===== config.mk =====
export PLATFORM = sky130hd
export DESIGN_NAME = riscv_mem_arbiter
export DESIGN_NICKNAME = d
export VERILOG_FILES = /design/src/rtl/riscv_arb_pkg.sv /design/src/rtl/riscv_arb_idfifo.sv /design/src/rtl/riscv_mem_arbiter.sv
export SDC_FILE = /design/constraint.sdc
export NUM_CORES = 1
export LEC_CHECK = 0
export CAP_MARGIN = 20
export CORE_AREA = 3 3 107 109
export DETAILED_ROUTE_END_ITERATION = 16
export DIE_AREA = 0 0 110 112
export PLACE_DENSITY_LB_ADDON = 0.12
export SETUP_SLACK_MARGIN = 0.5
export SYNTH_ARGS = -nofsm -noshare
export SYNTH_HDL_FRONTEND = slang
export SYNTH_SLANG_ARGS = --single-unit

===== constraint.sdc =====
create_clock -name clk -period 2.4 [get_ports clk]
set_input_delay 0.36 -clock clk [delete_from_list [all_inputs] [get_ports clk]]
set_output_delay 0.36 -clock clk [all_outputs]
set_load 0.01 [all_outputs]

===== src/rtl/riscv_arb_pkg.sv =====
// rtl/riscv_arb_pkg.sv - shared types and sizing helpers for the instr/data memory arbiter
package riscv_arb_pkg;

   typedef enum logic {SRC_INSTR, SRC_DATA} arb_src_e;

   // Width needed to hold an occupancy count of 0..max_out inclusive.
   function automatic int cnt_width(input int max_out);
      return $clog2(max_out + 1);
   endfunction

endpackage


===== src/rtl/riscv_arb_idfifo.sv =====
// rtl/riscv_arb_idfifo.sv - in-order FIFO of transaction sources awaiting a memory response
module riscv_arb_idfifo
   import riscv_arb_pkg::*;
#(
   parameter int MAX_OUT = 2
) (
   input  logic     clk,
   input  logic     rst_n,
   input  logic     push,
   input  logic     pop,
   input  arb_src_e din,
   output arb_src_e head,
   output logic     full,
   output logic     empty
);

   localparam int CNT_W = cnt_width(MAX_OUT);
   localparam int PTR_W = (MAX_OUT > 1) ? $clog2(MAX_OUT) : 1;

   arb_src_e         slots [MAX_OUT];
   logic [PTR_W-1:0] wr_ptr;
   logic [PTR_W-1:0] rd_ptr;
   logic [CNT_W-1:0] count;
   logic             do_push;
   logic             do_pop;

   function automatic logic [PTR_W-1:0] ptr_next(input logic [PTR_W-1:0] p);
      return (p == PTR_W'(MAX_OUT - 1)) ? '0 : p + 1'b1;
   endfunction

   assign full    = (count == CNT_W'(MAX_OUT));
   assign empty   = (count == '0);
   assign do_push = push & ~full;
   // A pop against an empty FIFO is a stray response and is ignored.
   assign do_pop  = pop & ~empty;
   assign head    = slots[rd_ptr];

   always_ff @(posedge clk) begin
      if (do_push) begin
         slots[wr_ptr] <= din;
      end
   end

   always_ff @(posedge clk) begin
      if (!rst_n) begin
         wr_ptr <= '0;
         rd_ptr <= '0;
         count  <= '0;
      end else begin
         if (do_push) begin
            wr_ptr <= ptr_next(wr_ptr);
         end
         if (do_pop) begin
            rd_ptr <= ptr_next(rd_ptr);
         end
         case ({do_push, do_pop})
            2'b10:   count <= count + 1'b1;
            2'b01:   count <= count - 1'b1;
            default: count <= count;
         endcase
      end
   end

endmodule


===== src/rtl/riscv_mem_arbiter.sv =====
// rtl/riscv_mem_arbiter.sv - instr/data master arbiter onto one memory port; RISCV_ARB_STARVE_EN adds instr anti-starvation
module riscv_mem_arbiter
   import riscv_arb_pkg::*;
#(
   parameter int ADDR_W     = 32,
   parameter int DATA_W     = 32,
   parameter int MAX_OUT    = 2,
   parameter int STARVE_MAX = 4
) (
   input  logic                clk,
   input  logic                rst_n,
   input  logic                i_instr_req,
   input  logic [ADDR_W-1:0]   i_instr_addr,
   output logic                o_instr_gnt,
   output logic                o_instr_rvalid,
   output logic [DATA_W-1:0]   o_instr_rdata,
   input  logic                i_data_req,
   input  logic                i_data_we,
   input  logic [DATA_W/8-1:0] i_data_be,
   input  logic [ADDR_W-1:0]   i_data_addr,
   input  logic [DATA_W-1:0]   i_data_wdata,
   output logic                o_data_gnt,
   output logic                o_data_rvalid,
   output logic [DATA_W-1:0]   o_data_rdata,
   output logic                o_mem_req,
   output logic                o_mem_we,
   output logic [DATA_W/8-1:0] o_mem_be,
   output logic [ADDR_W-1:0]   o_mem_addr,
   output logic [DATA_W-1:0]   o_mem_wdata,
   input  logic                i_mem_gnt,
   input  logic                i_mem_rvalid,
   input  logic [DATA_W-1:0]   i_mem_rdata
);

   arb_src_e sel;
   arb_src_e head;
   logic     fifo_full;
   logic     fifo_empty;
   logic     xfer;

`ifdef RISCV_ARB_STARVE_EN
   localparam int STARVE_W = $clog2(STARVE_MAX + 1);

   logic [STARVE_W-1:0] starve_cnt;
   logic                starve_hit;

   assign starve_hit = (starve_cnt == STARVE_W'(STARVE_MAX));

   always_ff @(posedge clk) begin
      if (!rst_n) begin
         starve_cnt <= '0;
      end else if (!i_instr_req || o_instr_gnt) begin
         starve_cnt <= '0;
      end else if (!starve_hit) begin
         starve_cnt <= starve_cnt + 1'b1;
      end
   end
`else
   logic starve_hit;
   logic unused_starve_cfg;

   assign starve_hit        = 1'b0;
   assign unused_starve_cfg = (STARVE_MAX > 0);
`endif

   always_comb begin
      sel = SRC_INSTR;
      if (i_data_req && !(starve_hit && i_instr_req)) begin
         sel = SRC_DATA;
      end
   end

   assign o_mem_req   = (i_instr_req | i_data_req) & ~fifo_full & rst_n;
   assign xfer        = o_mem_req & i_mem_gnt;
   assign o_instr_gnt = xfer & (sel == SRC_INSTR);
   assign o_data_gnt  = xfer & (sel == SRC_DATA);

   // Fetches are always full-word reads.
   assign o_mem_we    = (sel == SRC_DATA) ? i_data_we    : 1'b0;
   assign o_mem_be    = (sel == SRC_DATA) ? i_data_be    : '1;
   assign o_mem_addr  = (sel == SRC_DATA) ? i_data_addr  : i_instr_addr;
   assign o_mem_wdata = (sel == SRC_DATA) ? i_data_wdata : '0;

   riscv_arb_idfifo #(
      .MAX_OUT (MAX_OUT)
   ) u_idfifo (
      .clk   (clk),
      .rst_n (rst_n),
      .push  (xfer),
      .pop   (i_mem_rvalid),
      .din   (sel),
      .head  (head),
      .full  (fifo_full),
      .empty (fifo_empty)
   );

   assign o_instr_rvalid = i_mem_rvalid & ~fifo_empty & rst_n & (head == SRC_INSTR);
   assign o_data_rvalid  = i_mem_rvalid & ~fifo_empty & rst_n & (head == SRC_DATA);
   assign o_instr_rdata  = i_mem_rdata;
   assign o_data_rdata   = i_mem_rdata;

endmodule


==> key figures, run 1 <==
Status
  • Outcome: complete, no violations

Setup path
  • CP Cell Sequence: buf_8, clkbuf_16, mux2_2, clkdlybuf4s50_1
  • Crit-path leading delay family: buffers and inverters
  • Type of the worst setup path: primary input to primary output
  • CP arrival: ~1.5 ns
  • WP buf/inv: 3
  • Slowest-stage cell, CP: clkdlybuf4s50_1
  • Critical Path Sink Type: primary output
  • Worst endpoint required time: 2.04 ns
  • Startpoint types: primary input
  • Slack of the worst reg-to-reg path: 0.76 ns
  • Crit path largest cell delay: 0.47 ns
  • Largest fanout on the critical path: 13

STA
  • Setup TNS: 0 ns
  • Slew Viols, Final: 0
  • Hold Fails Final Rpt: 0
  • Max frequency: approximately 530 MHz
  • Clk_skew: around 0.0078 ns
  • Clock period minus worst slack: approximately 1.9 ns
  • Worst-Margin Slew: 0.220 ns
  • Worst hold slack: 0.431 ns
  • RSZ-0062 raised after global routing: yes
  • Setup slack after layout: about 0.52 ns
  • Final setup fails: 0
  • Period Utilization, post-route: 0.782
  • Slew margin rel.: 0.849

Synth
  • Gate Count Post-Synth: between 150 and 200
  • Largest family of logic cells by synthesized area: buffers and inverters
  • Commonest cells in the netlist: 64 x buf_4, 36 x and2_1, 28 x mux2_2
  • Dominant synthesized flop cell: dfxtp_1
  • Dominant cell type by area after synthesis: buf_4
  • Ys Warns: 0
  • Synth cell types: 22
  • Post-synth top area share: 0.333
  • Synth Area in Compound Gates: 0.0321
  • Ranking of synthesized cells by area: buf_4 33%, mux2_2 22%, and2_1 16%, dfxtp_1 6.9%, edfxtp_1 4.2%
  • Post-Syn Area: 1440 sq um
  • Syn avg cell area: about 8.4 sq um
  • FF+latch count, synth: 7
  • Post-synthesis adder-cell area fraction: 0.00867
  • Async SR Flop Fraction: 0
  • Xor/xnor cell area share of the yosys netlist: 0.0182
  • Post-synthesis net count: 312
  • Synth Area in Simple Gates: 0.208
  • Count leader, synth: buf_4
  • Post-synth EDFFs: 2
  • Post-synthesis sequential area ratio: 0.111
  • Mux contribution to synthesized area: 0.264

Routing
  • Iter 0 DRT Violations: 22
  • Drt total wl: ~6.4 mm
  • Number of remaining DRC errors: 0
  • Vias/cell: 3.54
  • Vias: ~1500
  • DRT Pass-1 Iters: 4
  • Post-DR wirelength/cell: approximately 15 microns
  • Post-route ant nets: 0

Clocking
  • Max H-tree Level: 1
  • Insertion delay to the later sink of the worst-skew pair: ~0.23 ns
  • Clock Sinks: 7
  • Clock tree buffer depth: 2
  • CTS Buf Count: 3
  • # hold bufs at CTS: 0
  • CTS root buf: clkbuf_8
  • Reg clk slew, reported paths: ~0.04 ns
  • CTS tree: built

Final layout
  • Antenna diodes: 0
  • Area Overhead vs Synth: 119%
  • Total Nets Final: ~440
  • Share of layout cells above drive strength 1: 0.150
  • Final cell utilization of the core: 0.295

Die
  • Row Count: 38
  • Die area: between 10000 and 15000 sq um
  • Core ar.: about 11000 sq um
  • Die width: approximately 110 microns
  • Die H: ~110 microns
  • Initial core utilization: 0.135
  • # IOs: approximately 280

GRT
  • Global route total overflow: 0
  • First-pass GRT wire length: 8.42 mm
  • Largest net degree at the start of global routing: 28
  • Number of global-route vias before repair: about 1500
  • Total global-route track usage: 0.0895
  • Initial antenna violation count: 0

Place
  • Dpl hpwl: about 5.4 mm
  • RePlAce Congestion: 0.697
  • Setup slack at placement: 0.214 ns
  • Input/output buffers: between 150 and 200

Flow run
  • Max cap viols: 0

Power
  • Leak pwr: 0.00140 uW
  • PD cells: around 290 nW/um^2
  • Worst VDD drop: ~200 uV

Hold path
  • Hold/Removal Path Class: primary input to register
-- final timing paths --
check | cells after the start | startpoint | to
worst max-delay path | 4 | i_data_req | o_mem_addr[7]
worst min register to register | 1 | u_idfifo.wr_ptr$_SDFFE_PN0N_ | u_idfifo.wr_ptr$_SDFFE_PN0N_
worst max register to register | 5 | u_idfifo.count[0]$_SDFFE_PN0P_ | u_idfifo.count[1]$_SDFFE_PN0P_
worst min-delay path | 1 | i_data_req | u_idfifo.slots[1]$_DFFE_PP_
-- where the power goes --
group          internal, uW  total [uW]  switching [uW]
combinational           397         586             189
sequential              150         171            20.6
clock                   115         166            51.5
-- metrics by stage --
stage / cells / area, sq um / power (uW)
3_5_place_dp: 424 / 2940 / 758
6_report: 434 / 3160 / 924
5_1_grt: 434 / 3160 / 988
3_3_place_gp: 424 / 2940 / 762
4_1_cts: 428 / 3000 / 926
2_1_floorplan: 172 / 1440 / 498
-- final cells by class --
class / instances / area, sq um
clock buffers: 4 / 45.0
well taps: 140 / 175
flip-flops and latches: 7 / 160
multi-input cells: 93 / 777
repair buffers: 190 / 2000
fillers: 1142 / 7540
-- kinds of logic after synthesis --
kind of cell    Yosys count
simple gates             50
compound gates            5
mux                      34
flops                     7
fa+ha+maj                 1
xor+xnor                  3
buf+inv                  72
-- repair_timing --
action,CTS,global route
gates cloned,0,2
gates resized for setup,15,26
setup buffers,0,4
pin swaps,0,1
endpoints found under the setup margin,60,32
-- per-layer routing --
| metal | global-route usage | routed length (microns) |
|---|---|---|
| met4 | 0.0283 | 142 |
| met5 | 0 | 0 |
| met2 | 0.182 | 3570 |
| met1 | 0.0777 | 1860 |
| met3 | 0.0307 | 855 |
-- layout by cell type, fill, tap and decap left out, drive strengths merged, types with 2 or more instances in the layout --
master / instances
and2: 36
nor2: 3
nand2: 2
dlygate4sd2: 9
edfxtp: 2
and3: 3
dfxtp: 5
dlymetal6s2s: 22
nand2b: 5
buf: 9
mux2: 32
mux2i: 2
clkbuf: 6
xnor2: 2
clkdlybuf4s50: 148
No activity file was read; power rests on OpenSTA's default activity.
==> inputs of run 2 (changes only) <==
Settings changed: CORE_AREA 3 3 107 109 to 3 3 105 107, DIE_AREA 0 0 110 112 to 0 0 108 110.
Clock period 2.4 ns to 1.7 ns, I/O delays scaled along.
==> key figures, run 2 (synthesis gave the netlist of run 1 again) <==
GRT
  • First-pass GRT wire length: 9.14 mm
  • Initial antenna violation count: 0
  • Global route total overflow: 0
  • Total global-route track usage: 0.101
  • Number of global-route vias before repair: between 1500 and 2000
  • Largest net degree at the start of global routing: 15

Die
  • Die area: between 10000 and 15000 sq um
  • Die width: 108 microns
  • Row Count: 37
  • Initial core utilization: 0.141
  • Die H: 110 microns
  • Core ar.: 10200 sq um
  • # IOs: 277

Setup path
  • Worst endpoint required time: 1.86 ns
  • Startpoint types: register
  • Crit path launch: u_idfifo.count[0]$_SDFFE_PN0P_
  • Worst r2r src: u_idfifo.count[0]$_SDFFE_PN0P_
  • CP arrival: roughly 1.7 ns
  • Type of the worst setup path: register to register
  • Largest fanout on the critical path: 2
  • Critical Path Sink Type: register

STA
  • Setup TNS: 0 ns
  • RSZ-0062 raised after global routing: yes
  • Period Utilization, post-route: 0.890
  • Clock period minus worst slack: between 1.5 and 2 ns
  • Final setup fails: 0
  • Max frequency: around 660 MHz
  • Clk_skew: roughly 0.0022 ns
  • Slew margin rel.: 0.842
  • Hold Fails Final Rpt: 0
  • Worst-Margin Slew: 0.238 ns
  • Worst hold slack: roughly 0.4 ns
  • Slew Viols, Final: 0

Routing
  • Iter 0 DRT Violations: between 40 and 50
  • DRT Pass-1 Iters: 4
  • Number of remaining DRC errors: 0
  • Vias: roughly 1700
  • Post-DR wirelength/cell: around 15 microns
  • Drt total wl: 7.03 mm
  • Post-route ant nets: 0
  • Vias/cell: 3.70

Final layout
  • FF/Latch Area: around 160 sq um
  • Total Nets Final: 468
  • Multi-input logic area: about 1000 sq um
  • Number of fill cells: between 1000 and 1500
  • Area Overhead vs Synth: 154%
  • Final cell utilization of the core: 0.358
  • Share of layout cells above drive strength 1: 0.569
  • Antenna diodes: 0
  • Most common cell after layout, fill and taps aside: buf_6
  • Commonest non-fill, non-tap cells in the layout: 81 x buf_6, 54 x dlygate4sd2_1, 44 x clkdlybuf4s50_1

Clocking
  • Reg clk slew, reported paths: approximately 0.040 ns
  • Clock tree buffer depth: 2
  • Clock Sinks: 7
  • Max H-tree Level: 1
  • Insertion delay to the later sink of the worst-skew pair: roughly 0.22 ns
  • CTS Buf Count: 3
  • CTS root buf: clkbuf_8
  • # hold bufs at CTS: 0
  • CTS tree: built

Power
  • Reg power frac: 0.152
  • Worst VDD drop: roughly 190 uV
  • PD cells: 448 nW/um^2
  • Switching Power: 474 uW
  • Combinational fraction of design power: 0.707
  • Cell internal pwr: 1170 uW
  • Leak pwr: approximately 0.0018 uW
  • Clock network power share: 0.141
  • Sw Share: 0.288

Place
  • Input/output buffers: 180
  • RePlAce Congestion: approximately 0.66
  • Dpl hpwl: between 5 and 6 mm

Hold path
  • HP Start: i_data_req
  • Hold/Removal Path Class: primary input to register

Flow run
  • Max cap viols: 0

Status
  • Outcome: complete, no violations
-- run 2: critical path, stage by stage, from the launching register on --
cell,delay [ns]
dfxtp_2,0.32
buf_6,0.11
o21a_4,0.21
buf_6,0.12
ha_4,0.15
xnor2_2,0.12
or3_1,0.30
a21boi_1,0.12
-- run 2: per-layer routing --
| metal | track usage | part of all wire | vias up |
|---|---|---|---|
| met5 | 0 | 0 | - |
| met3 | 0.0280 | 0.12 | 32 |
| met1 | 0.0994 | 0.32 | 747 |
| li1 | - | - | 808 |
| met4 | 0.0532 | 0.033 | 0 |
| met2 | 0.191 | 0.53 | 127 |
-- run 2: final timing paths --
check | end | slack [ns] | cells past startpoint
hold / removal | u_idfifo.slots[1]$_DFFE_PP_ | 0.41 | 2
setup / recovery | u_idfifo.count[1]$_SDFFE_PN0P_ | 0.19 | 7
hold reg to reg | u_idfifo.wr_ptr$_SDFFE_PN0N_ | 0.49 | 1
setup reg to reg | u_idfifo.count[1]$_SDFFE_PN0P_ | 0.19 | 7
-- run 2: power by group through the flow --
stage | sequential, uW | combinational [uW] | clock [uW]
after floorplan | 244 | 493 | 0
after global placement | 241 | 912 | 0
after detailed placement | 241 | 909 | 0
after CTS | 246 | 1100 | 243
after global routing | 256 | 1240 | 260
final | 250 | 1160 | 233
-- run 2: stage by stage --
stage | total power [uW] | instance area (sq um) | setup WS (ns) | std cells
after floorplan | 737 | 1490 | 0.293 | 172
after global placement | 1150 | 3030 | -0.255 | 427
after detailed placement | 1150 | 3030 | -0.283 | 427
after CTS | 1590 | 3460 | 0.182 | 459
after global routing | 1760 | 3670 | 0.112 | 463
final | 1640 | 3670 | 0.187 | 463
-- run 2: cell type report --
type | count | share of cell area
Timing Repair Buffer | 223 | 0.625
Multi-Input combinational cell | 93 | 0.272
Tap cell | 136 | 0.0464
Sequential cell | 7 | 0.0444
Clock buffer | 4 | 0.0123
-- run 2: timing repair --
item                                    CTS  global route
pin swaps                                12            11
cloned                                    3             0
resized for setup                       467            46
endpoints found under the setup margin   80            73
setup buffers                            25             4
